`config.mk`:
```
export PLATFORM = sky130hd
export DESIGN_NAME = link_tx
export DESIGN_NICKNAME = d
export VERILOG_FILES = /design/src/rtl/link_tx.sv
export SDC_FILE = /design/constraint.sdc
export NUM_CORES = 1
export LEC_CHECK = 0
export CAP_MARGIN = 5
export CORE_MARGIN = 1
export CORE_UTILIZATION = 45
export CTS_CLUSTER_DIAMETER = 150
export DETAILED_ROUTE_END_ITERATION = 12
export PLACE_DENSITY = 0.85
export SLEW_MARGIN = 25
export SYNTH_ARGS = -nofsm -noshare
export SYNTH_HDL_FRONTEND = slang
export SYNTH_SLANG_ARGS = --single-unit
```
`constraint.sdc`:
```
create_clock -name clk -period 5.75 [get_ports clk]
set_input_delay 1.15 -clock clk [delete_from_list [all_inputs] [get_ports clk]]
set_output_delay 1.15 -clock clk [all_outputs]
set_load 0.005 [all_outputs]
```
`src/rtl/link_tx.sv`:
```
// Link transmitter for one wormhole router output port: drains a FWFT buffer onto the link
// under credit flow control and marks the head and tail flit of each packet.
//   state | meaning
//   IDLE  | next flit sent is a head; its LEN field sizes the packet
//   BODY  | packet in progress; r_remaining flits still to send, the last one is the tail
module link_tx #(
  parameter int BUFFER_SIZE = 16,
  parameter int FLIT_WIDTH  = 64,
  localparam int CW         = $clog2(BUFFER_SIZE + 1)
) (
  input  logic                  clk,
  input  logic                  rst,
  input  logic [FLIT_WIDTH-1:0] flit_i,
  input  logic                  empty_i,
  output logic                  pop_o,
  output logic [FLIT_WIDTH-1:0] flit_o,
  output logic                  valid_o,
  output logic                  head_o,
  output logic                  tail_o,
  input  logic                  credit_i,
  output logic [CW-1:0]         credits_o,
  output logic                  busy_o,
  output logic                  credit_err_o
);

  localparam logic [CW-1:0] CRED_MAX = CW'(BUFFER_SIZE);

  typedef enum logic {
    IDLE = 1'b0,
    BODY = 1'b1
  } state_t;

  state_t                r_state;
  state_t                w_state_nxt;
  logic [3:0]            r_remaining;
  logic [3:0]            w_remaining_nxt;
  logic [CW-1:0]         r_credits;
  logic [CW-1:0]         w_credits_nxt;
  logic                  r_credit_err;
  logic                  w_err_set;
  logic [FLIT_WIDTH-1:0] r_flit;
  logic                  r_valid;
  logic                  r_head;
  logic                  r_tail;
  logic                  w_send;
  logic                  w_head;
  logic                  w_tail;
  logic [3:0]            w_len;

  // pop depends only on registered credits, so a returning credit enables a send next cycle
  assign w_send = !empty_i && (r_credits != '0) && !rst;
  assign w_len  = flit_i[FLIT_WIDTH-5:FLIT_WIDTH-8];

  always_comb begin
    w_credits_nxt = r_credits;
    w_err_set     = 1'b0;
    case ({w_send, credit_i})
      2'b10: w_credits_nxt = r_credits - 1'b1;
      2'b01: begin
        if (r_credits == CRED_MAX) begin
          w_err_set = 1'b1;
        end else begin
          w_credits_nxt = r_credits + 1'b1;
        end
      end
      default: w_credits_nxt = r_credits;
    endcase
  end

  always_comb begin
    w_state_nxt     = r_state;
    w_remaining_nxt = r_remaining;
    w_head          = 1'b0;
    w_tail          = 1'b0;
    case (r_state)
      IDLE: begin
        if (w_send) begin
          w_head = 1'b1;
          if (w_len == 4'd0) begin
            w_tail = 1'b1;
          end else begin
            w_remaining_nxt = w_len;
            w_state_nxt     = BODY;
          end
        end
      end
      BODY: begin
        if (w_send) begin
          w_remaining_nxt = r_remaining - 4'd1;
          if (r_remaining == 4'd1) begin
            w_tail      = 1'b1;
            w_state_nxt = IDLE;
          end
        end
      end
      default: w_state_nxt = IDLE;
    endcase
  end

  always_ff @(posedge clk) begin
    if (rst) begin
      r_state      <= IDLE;
      r_remaining  <= 4'd0;
      r_credits    <= CRED_MAX;
      r_credit_err <= 1'b0;
    end else begin
      r_state      <= w_state_nxt;
      r_remaining  <= w_remaining_nxt;
      r_credits    <= w_credits_nxt;
      r_credit_err <= r_credit_err | w_err_set;
    end
  end

  always_ff @(posedge clk) begin
    if (rst) begin
      r_flit  <= '0;
      r_valid <= 1'b0;
      r_head  <= 1'b0;
      r_tail  <= 1'b0;
    end else begin
      r_valid <= w_send;
      r_head  <= w_head;
      r_tail  <= w_tail;
      if (w_send) begin
        r_flit <= flit_i;
      end
    end
  end

  assign pop_o        = w_send;
  assign flit_o       = r_flit;
  assign valid_o      = r_valid;
  assign head_o       = r_head;
  assign tail_o       = r_tail;
  assign credits_o    = r_credits;
  assign busy_o       = (r_state == BODY);
  assign credit_err_o = r_credit_err;

endmodule

```
## Yosys cells after proc, flatten, opt, wreduce, memory -nomap -nowiden

Cells that the tools add are included.

| cells by class | value |
|---|---|
| $add $sub $neg | 3 |
| equality and inequality tests | 8 |
| muxes and demuxes | 19 |
| bitwise operators | 2 |
| reductions and logical operators | 10 |

Operators with widths:

| operator | number |
|---|---|
| 4-bit 2-to-1 mux | 3 |
| 1-bit 2-to-1 mux | 11 |
| 5-bit case mux with 2 select lines | 1 |
| 4-bit case mux with 2 select lines | 1 |
| 2-bit inequality test, second input constant | 3 |
| 5-bit by 1-bit adder with 5-bit output, second input constant | 1 |
| 5-bit == test, second input constant | 1 |
| 5-bit 2-to-1 mux | 1 |
| 5-bit nonzero test | 1 |
| 5-bit by 1-bit subtractor with 5-bit output, second input constant | 1 |
| 4-bit by 1-bit == test with 1-bit output, second input constant | 1 |
| 4-bit zero test | 1 |
| 1-bit case mux with 2 select lines | 2 |
| 4-bit by 1-bit subtractor with 4-bit output, second input constant | 1 |
| 3-bit AND reduction | 1 |
| 2-bit by 1-bit == test with 1-bit output, second input constant | 1 |
| 2-bit == test, second input constant | 1 |
| 1-bit logical AND | 2 |
| 1-bit zero test | 2 |
| 2-bit by 1-bit inequality test with 1-bit output, second input constant | 1 |
| 2-bit AND reduction | 1 |
| 2-bit nonzero test | 1 |
| 2-bit OR reduction | 1 |
| 1-bit NOT | 1 |
| 1-bit OR | 1 |

| storage, ports and cells | value |
|---|---|
| bits in registers | 78 |
| bits of input ports | 68 |
| logic and storage cells | 50 |

## Logic depth before layout (Yosys ltp)

Gate-level depths: netlist of run 1.

| logic depth | value |
|---|---|
| depth in word-level cells | 6 |
| depth in mapped cells | 10 |

## Worst setup path after synthesis of run 1

Ideal clock, no wire load.

| timing | value |
|---|---|
| kind | in2out |
| start | input empty_i |
| end | output pop_o |
| data arrival time | 1893 ps |
| required time | 4600 ps |
| slack | 2707 ps |
| stages on the path | 4 |
| path buffers | 1 |
| cells stage by stage | nor2_1 o21ai_2 inv_2 clkbuf_1 |

| on the way | value |
|---|---|
| longest elaborated chain between the ends | 3 |

RTL lines:

| element | line | text |
|---|---|---|
| start: declaration | 14 | `input logic empty_i,` |
| 1-bit zero test | 51 | `assign w_send = !empty_i && (r_credits != '0) && !rst;` |
| 1-bit logical AND (2 in a row) | 51 |  |
| end: declaration | 15 | `output logic pop_o,` |

Every way passes these cells.

## Final worst setup path of run 1

Same ends and word-level chain as after synthesis.

==> results of run 1 <==
-- final timing paths --
path | startpoint | end | slack (ps) | depth (start not counted)
worst max register to register | credits_o[0] | credits_o[4] | 2480 | 9
worst min register to register | credit_err_o | credit_err_o | 470 | 2
worst max-delay path | empty_i | pop_o | 1830 | 5
worst min-delay path | credit_err_o | credit_err_o | 470 | 2
-- final cells by class --
type	instances	area, µm²
Multi-Input combinational cell	266	1500
Tap cell	96	120.1
Timing Repair Buffer	145	1439
Sequential cell	78	1562
Inverter	12	45.04
Clock buffer	15	186.4
Fill cell	567	1979
-- cells in the mapped netlist, drive strengths merged (2+ instances only) --
master / instances
inv: 12
or4: 2
mux2i: 3
nand3b: 64
ha: 5
a21oi: 12
o211ai: 2
o21ai: 7
o22ai: 2
nor3b: 2
nor3: 4
nor2b: 2
clkbuf: 20
dfxtp: 78
and3: 2
nor2: 9
nand2: 129
nand3: 2
buf: 5
-- metrics by stage --
step                      instance area, µm²  std cells
after global placement                  4666        597
after floorplan                         3199        381
after detailed placement                4666        597
after global routing                    4852        612
final                                   4852        612
after CTS                               4852        612
-- cell families (layout without fill, tap and decap cells) --
kind of cell / Yosys count / after routing / share of synthesized area [%]
AND/OR/NAND/NOR: 222 / 222 / 35.43
multiplexers: 4 / 4 / 1.291
adder cells (fa/ha/maj): 6 / 6 / 2.581
AO/OA/AOI/OAI: 33 / 33 / 7.079
flip-flops: 78 / 78 / 48.81
buffers and inverters: 37 / 172 / 4.536
XOR/XNOR: 1 / 1 / 0.2738
-- flip-flops by register name (all words and copies together) (netlist names) --
register and flops:
r_remaining 4, head_o 1, credit_err_o 1, tail_o 1, busy_o 1, credits_o 5
flit_o 64, valid_o 1
-- where the power goes --
group	switching, µW	leakage [µW]	total [µW]	internal (µW)
logic	178	0.00133	424	246
clock network	182	0.0000958	385	203
registers	56.9	0.000645	667	610
total	417	0.00207	1480	1060
-- worst max-delay path, stage by stage --
cell             delay, ps
clkdlybuf4s50_1        520
nor2_1                 400
o21ai_4                110
inv_2                   80
clkdlybuf4s50_1        500
-- per-layer routing --
metal  up-vias  wire length [µm]  track usage [%]
met1      1438              3416            26.34
met2       106              4441            41.49
li1       1528                 -                -
met4         0               180            9.848
met5         -                 0                0
met3        18               490            4.190
==> summary.md, run 1 <==
| Metric | Value |
|---|---|
| Outcome | finished clean |
| Fmax | 0.2554 GHz |
| CP endpoint kind | output pin |
| Post-CTS Resized | 0 |
| CTS tree | built |
| DP HPWL | 5820 µm |
| Post-layout nets | 586 |
| Peak VDD IR | 164.7 µV |
| Register area share after synthesis | 48.81% |
| Largest net degree at the start of global routing | 77 |
| Seq cells post-synth | 78 |
| DRT iter0 DRCs | 138 |
| Setup WS pre-CTS | 1567 ps |
| Ys flop type | dfxtp_1 |
| Die X | 86.32 µm |
| Setup violations, final | 0 |
| PnR Total Power | 1476 µW |
| Wire per inst | 13.93 µm |
| Cells after synthesis | 381 |
| CTS clk-pin slew, worst paths | 70 ps |
| Worst setup SP type | primary input |
| Setup ws final | 1834 ps |
| Routed wire length | 8528 µm |
| Die area | 7451 µm² |
| Commonest non-fill, non-tap cell in the layout | clkdlybuf4s50_1 |
| Synth-to-Final Area Change | 51.66% |
| Core Area | 6832 µm² |
| Worst skew pair latency | 340 ps |
| Actual transition at the worst max-transition pin | 688.0 ps |
| Worst slew margin | 54.13% |
| DRC viols | 0 |
| Area leader, netlist | dfxtp_1 |
| Crit path DAT | 2770 ps |
| TritonCTS buffer count | 9 |
| I/O Buffers | 142 |
| Hold WC Path Type | reg -> reg |
| Cts hold-fix bufs | 0 |
| Lkg Pwr | 0.002069 µW |
| Drt pass-1 iters | 4 |
| Clock Sink Count | 78 |
| Ys Warns | 0 |
| Final slew viol count | 0 |
| RSZ-0062 raised after global routing | no |
| Avg Inst Size Synth | 8.397 µm² |
| Root buf cell | clkbuf_8 |
| Setup TNS Final | 0 ps |
| Final core occ | 71.03% |
| Cell Pwr Density | 304.2 nW/µm² |
| Syn nets | 455 |
| Routed Antenna Nets | 0 |
| Maxcap violations | 0 |
| Post-CTS Setup Bufs | 0 |
| Antenna fix cells | 0 |
| Initial core utilization | 46.83% |
| Initial antenna violation count | 0 |
| Number of I/O pins | 143 |
| Asr flop ratio synth | 0% |
| Grt total ovfl | 0 |
| EDFF count, synth | 0 |
| Layout cell share with drive strength beyond 1 | 4.845% |
| CP Data Required Time | 4600 ps |
| Critical setup path kind | in -> out |
| Worst Hold Slack | 466.6 ps |
| Most frequent cells in the layout | clkdlybuf4s50_1, nand2_1, dfxtp_1 |
| Top post-synthesis cells by area | dfxtp_1, nand2_1, nand3b_1 |
| Crit path max fanout | 7 |
| Vias in the first global route | 2953 |
| First-pass GRT wire length | 13480 µm |
| Yosys cell types | 41 |
| Vias per cell | 5.049 |
| All-Layer GR Usage | 22.89% |
| Post-synthesis cell area | 3199 µm² |
| GP Congestion | 0.8807 |
| Period utilization | 68.10% |
| Row Count | 30 |
| Die height | 86.32 µm |
| Post-synth top area share | 48.81% |
| Routed via count | 3090 |
| Clock Skew | 5.135 ps |
| Max Buffers Root-to-Sink | 2 |
| Fin. Hold Viols | 0 |
| Crit path time final | 3916 ps |
| Htree depth | 3 |
Note: power is estimated with default switching activity, not from simulation.
==> run 2, diff against run 1 <==
CORE_UTILIZATION = 38   (was 45)
PLACE_DENSITY = 0.77   (was 0.85)
clock period = 3.5 ns   (was 5.75 ns; I/O delays follow)
==> summary.md, run 2 (same netlist as run 1, synthesis figures left out) <==
| Metric | Value |
|---|---|
| Final slew viol count | 0 (unchanged) |
| Clock Skew | 10.83 ps (+5.698 ps) |
| Die area | 8790 µm² (+18%) |
| Vias per cell | 4.844 (-4.1%) |
| Worst setup SP type | primary input |
| Die X | 93.76 µm (+8.6%) |
| Initial core utilization | 39.13% (-7.7 points) |
| Outcome | finished clean |
| Lkg Pwr | 0.002081 µW (+0.62%) |
| Post-layout nets | 586 (unchanged) |
| Hold-critical path depth | 2 (unchanged) |
| R2r setup slk | 890 ps (-1590 ps) |
| Hold WC Path Type | reg -> reg |
| Cell Int Power | 1762 µW (+66%) |
| Crit path cell chain | clkdlybuf4s50_1 > nor2_1 > o21ai_4 > inv_2 > clkdlybuf4s50_1 |
| Post-CTS Resized | 0 (unchanged) |
| Cell Pwr Density | 507.7 nW/µm² (+67%) |
| PnR Total Power | 2479 µW (+68%) |
| Sequential share of power | 44.1% (-1.1 points) |
| CTS clk-pin slew, worst paths | 70 ps (about the same) |
| Reg-to-Reg End | credits_o[4] |
| Design area | 4883 µm² (+0.64%) |
| Worst Hold Slack | 468.4 ps (+1.798 ps) |
| I/O Buffers | 142 (unchanged) |
| TritonCTS buffer count | 9 (unchanged) |
| Largest net degree at the start of global routing | 77 (unchanged) |
| CTS tree | built |
| Actual transition at the worst max-transition pin | 701.0 ps (+13.01 ps) |
| Worst Hold Endpoint | credit_err_o |
| Clock Sink Count | 78 (unchanged) |
| P_sw | 717.4 µW (+72%) |
| Routed via count | 3013 (-2.5%) |
| DRC viols | 0 (unchanged) |
| WP buf/inv | 3 (unchanged) |
| Antenna fix cells | 0 (unchanged) |
| Crit path DAT | 2340 ps (-430 ps) |
| Critical setup path kind | in -> out |
| FF-to-FF path depth | 8 (-1) |
| Final core occ | 59.73% (-11 points) |
| Crit-path leading delay family | buffers and inverters |
| Number of I/O pins | 143 (unchanged) |
| Initial antenna violation count | 0 (unchanged) |
| Routed wire length | 8138 µm (-4.6%) |
| Root buf cell | clkbuf_8 |
| Core Area | 8175 µm² (+20%) |
| Cts hold-fix bufs | 0 (unchanged) |
| Layout cell share with drive strength beyond 1 | 5.416% (+0.57 points) |
| Synth-to-Final Area Change | 52.64% |
| Row Count | 33 (+10%) |
| Drt pass-1 iters | 4 (unchanged) |
| Worst slew margin | 53.27% (-0.87 points) |
| Clock share of power | 27.8% (+1.7 points) |
| Max reg flops | 64 (unchanged) |
| Vias in the first global route | 2892 (-2.1%) |
| Hold path startpoint | credit_err_o |
| FF-to-FF Start | credits_o[0] |
| Sw Share | 28.94% (+0.68 points) |
| Fmax | 0.3291 GHz |
| Fin. Hold Viols | 0 (unchanged) |
| Fillers | 732 (+29%) |
| CP Data Required Time | 2800 ps (-1800 ps) |
| Most common cell on crit path | clkdlybuf4s50_1 |
| DP HPWL | 5458 µm (-6.2%) |
| Commonest non-fill, non-tap cell in the layout | clkdlybuf4s50_1 |
| Setup violations, final | 0 (unchanged) |
| Htree depth | 3 (unchanged) |
| All-Layer GR Usage | 18.79% (-4.1 points) |
| Max Buffers Root-to-Sink | 2 (unchanged) |
| Wire per inst | 13.08 µm (-6.1%) |
| DRT iter0 DRCs | 118 (-14%) |
| First-pass GRT wire length | 13230 µm (-1.9%) |
| GP Congestion | 0.8662 (-1.6%) |
| Worst path max stage delay | 530 ps (about the same) |
| Most frequent cells in the layout | clkdlybuf4s50_1, nand2_1, dfxtp_1 |
| Worst skew pair latency | 340 ps (about the same) |
| RSZ-0062 raised after global routing | no |
| Crit path max fanout | 7 (unchanged) |
| Combinational share of power | 28.1% (-0.6 points) |
| Period utilization | 86.82% |
| CP endpoint kind | output pin |
| Slowest CP cell | clkdlybuf4s50_1 |
| Setup TNS Final | 0 ps (unchanged) |
| Die height | 93.76 µm (+8.6%) |
| Peak VDD IR | 227.3 µV (+38%) |
| Crit path time final | 3039 ps |
| Grt total ovfl | 0 (unchanged) |
| Routed Antenna Nets | 0 (unchanged) |
| Post-CTS Setup Bufs | 0 (unchanged) |
| DP Area | 4677 µm² (+0.24%) |
| Maxcap violations | 0 (unchanged) |
run 2: layer usage:
metal  vias up  track usage, %  wire length (µm)
li1       1531               -                 -
met1      1370           23.10              3650
met2        98           31.20              3790
met3        14           5.340               570
met4         0           6.667               126
met5         -               0                 0
run 2: final cells by class:
cell class,count,area (µm²),share of cell area [%]
flip-flops and latches,78,1562,31.98
multi-input cells,266,1500,30.72
repair buffers,145,1439,29.46
clock buffers,10,137.6,2.818
well taps,105,131.4,2.690
clock inverters,6,68.82,1.409
inverters,12,45.04,0.9224
run 2: worst register-to-register path, stage by stage (launching register included):
cell and delay, ps:
dfxtp_1 380, or4_4 600, o21ai_4 180, nand2_1 130, ha_1 350, nor2b_1 170
o31a_1 280, a221o_1 350, o211ai_1 80
run 2: worst max path at each step:
stage	startpoint	to	cells after the start
5_1_grt	empty_i	pop_o	5
3_5_place_dp	empty_i	credits_o[4]	10
6_report	empty_i	pop_o	5
2_1_floorplan	credits_o[0]	credits_o[4]	9
3_3_place_gp	empty_i	credits_o[4]	10
4_1_cts	empty_i	pop_o	5
run 2: power by group through the flow:
stage	logic [µW]	registers, µW	clock network (µW)
after floorplan	337	1100	0
after global placement	682	1100	0
after detailed placement	700	1110	0
after CTS	704	1090	717
after global routing	773	1110	755
final	697	1090	689
run 2: per-stage QoR:
stage / worst slack [ps] / std cells
global route: 333.4 / 622
global placement: 447.1 / 606
floorplan: 702.6 / 381
finish: 461.2 / 622
detailed placement: 314.9 / 606
CTS: 450.6 / 622
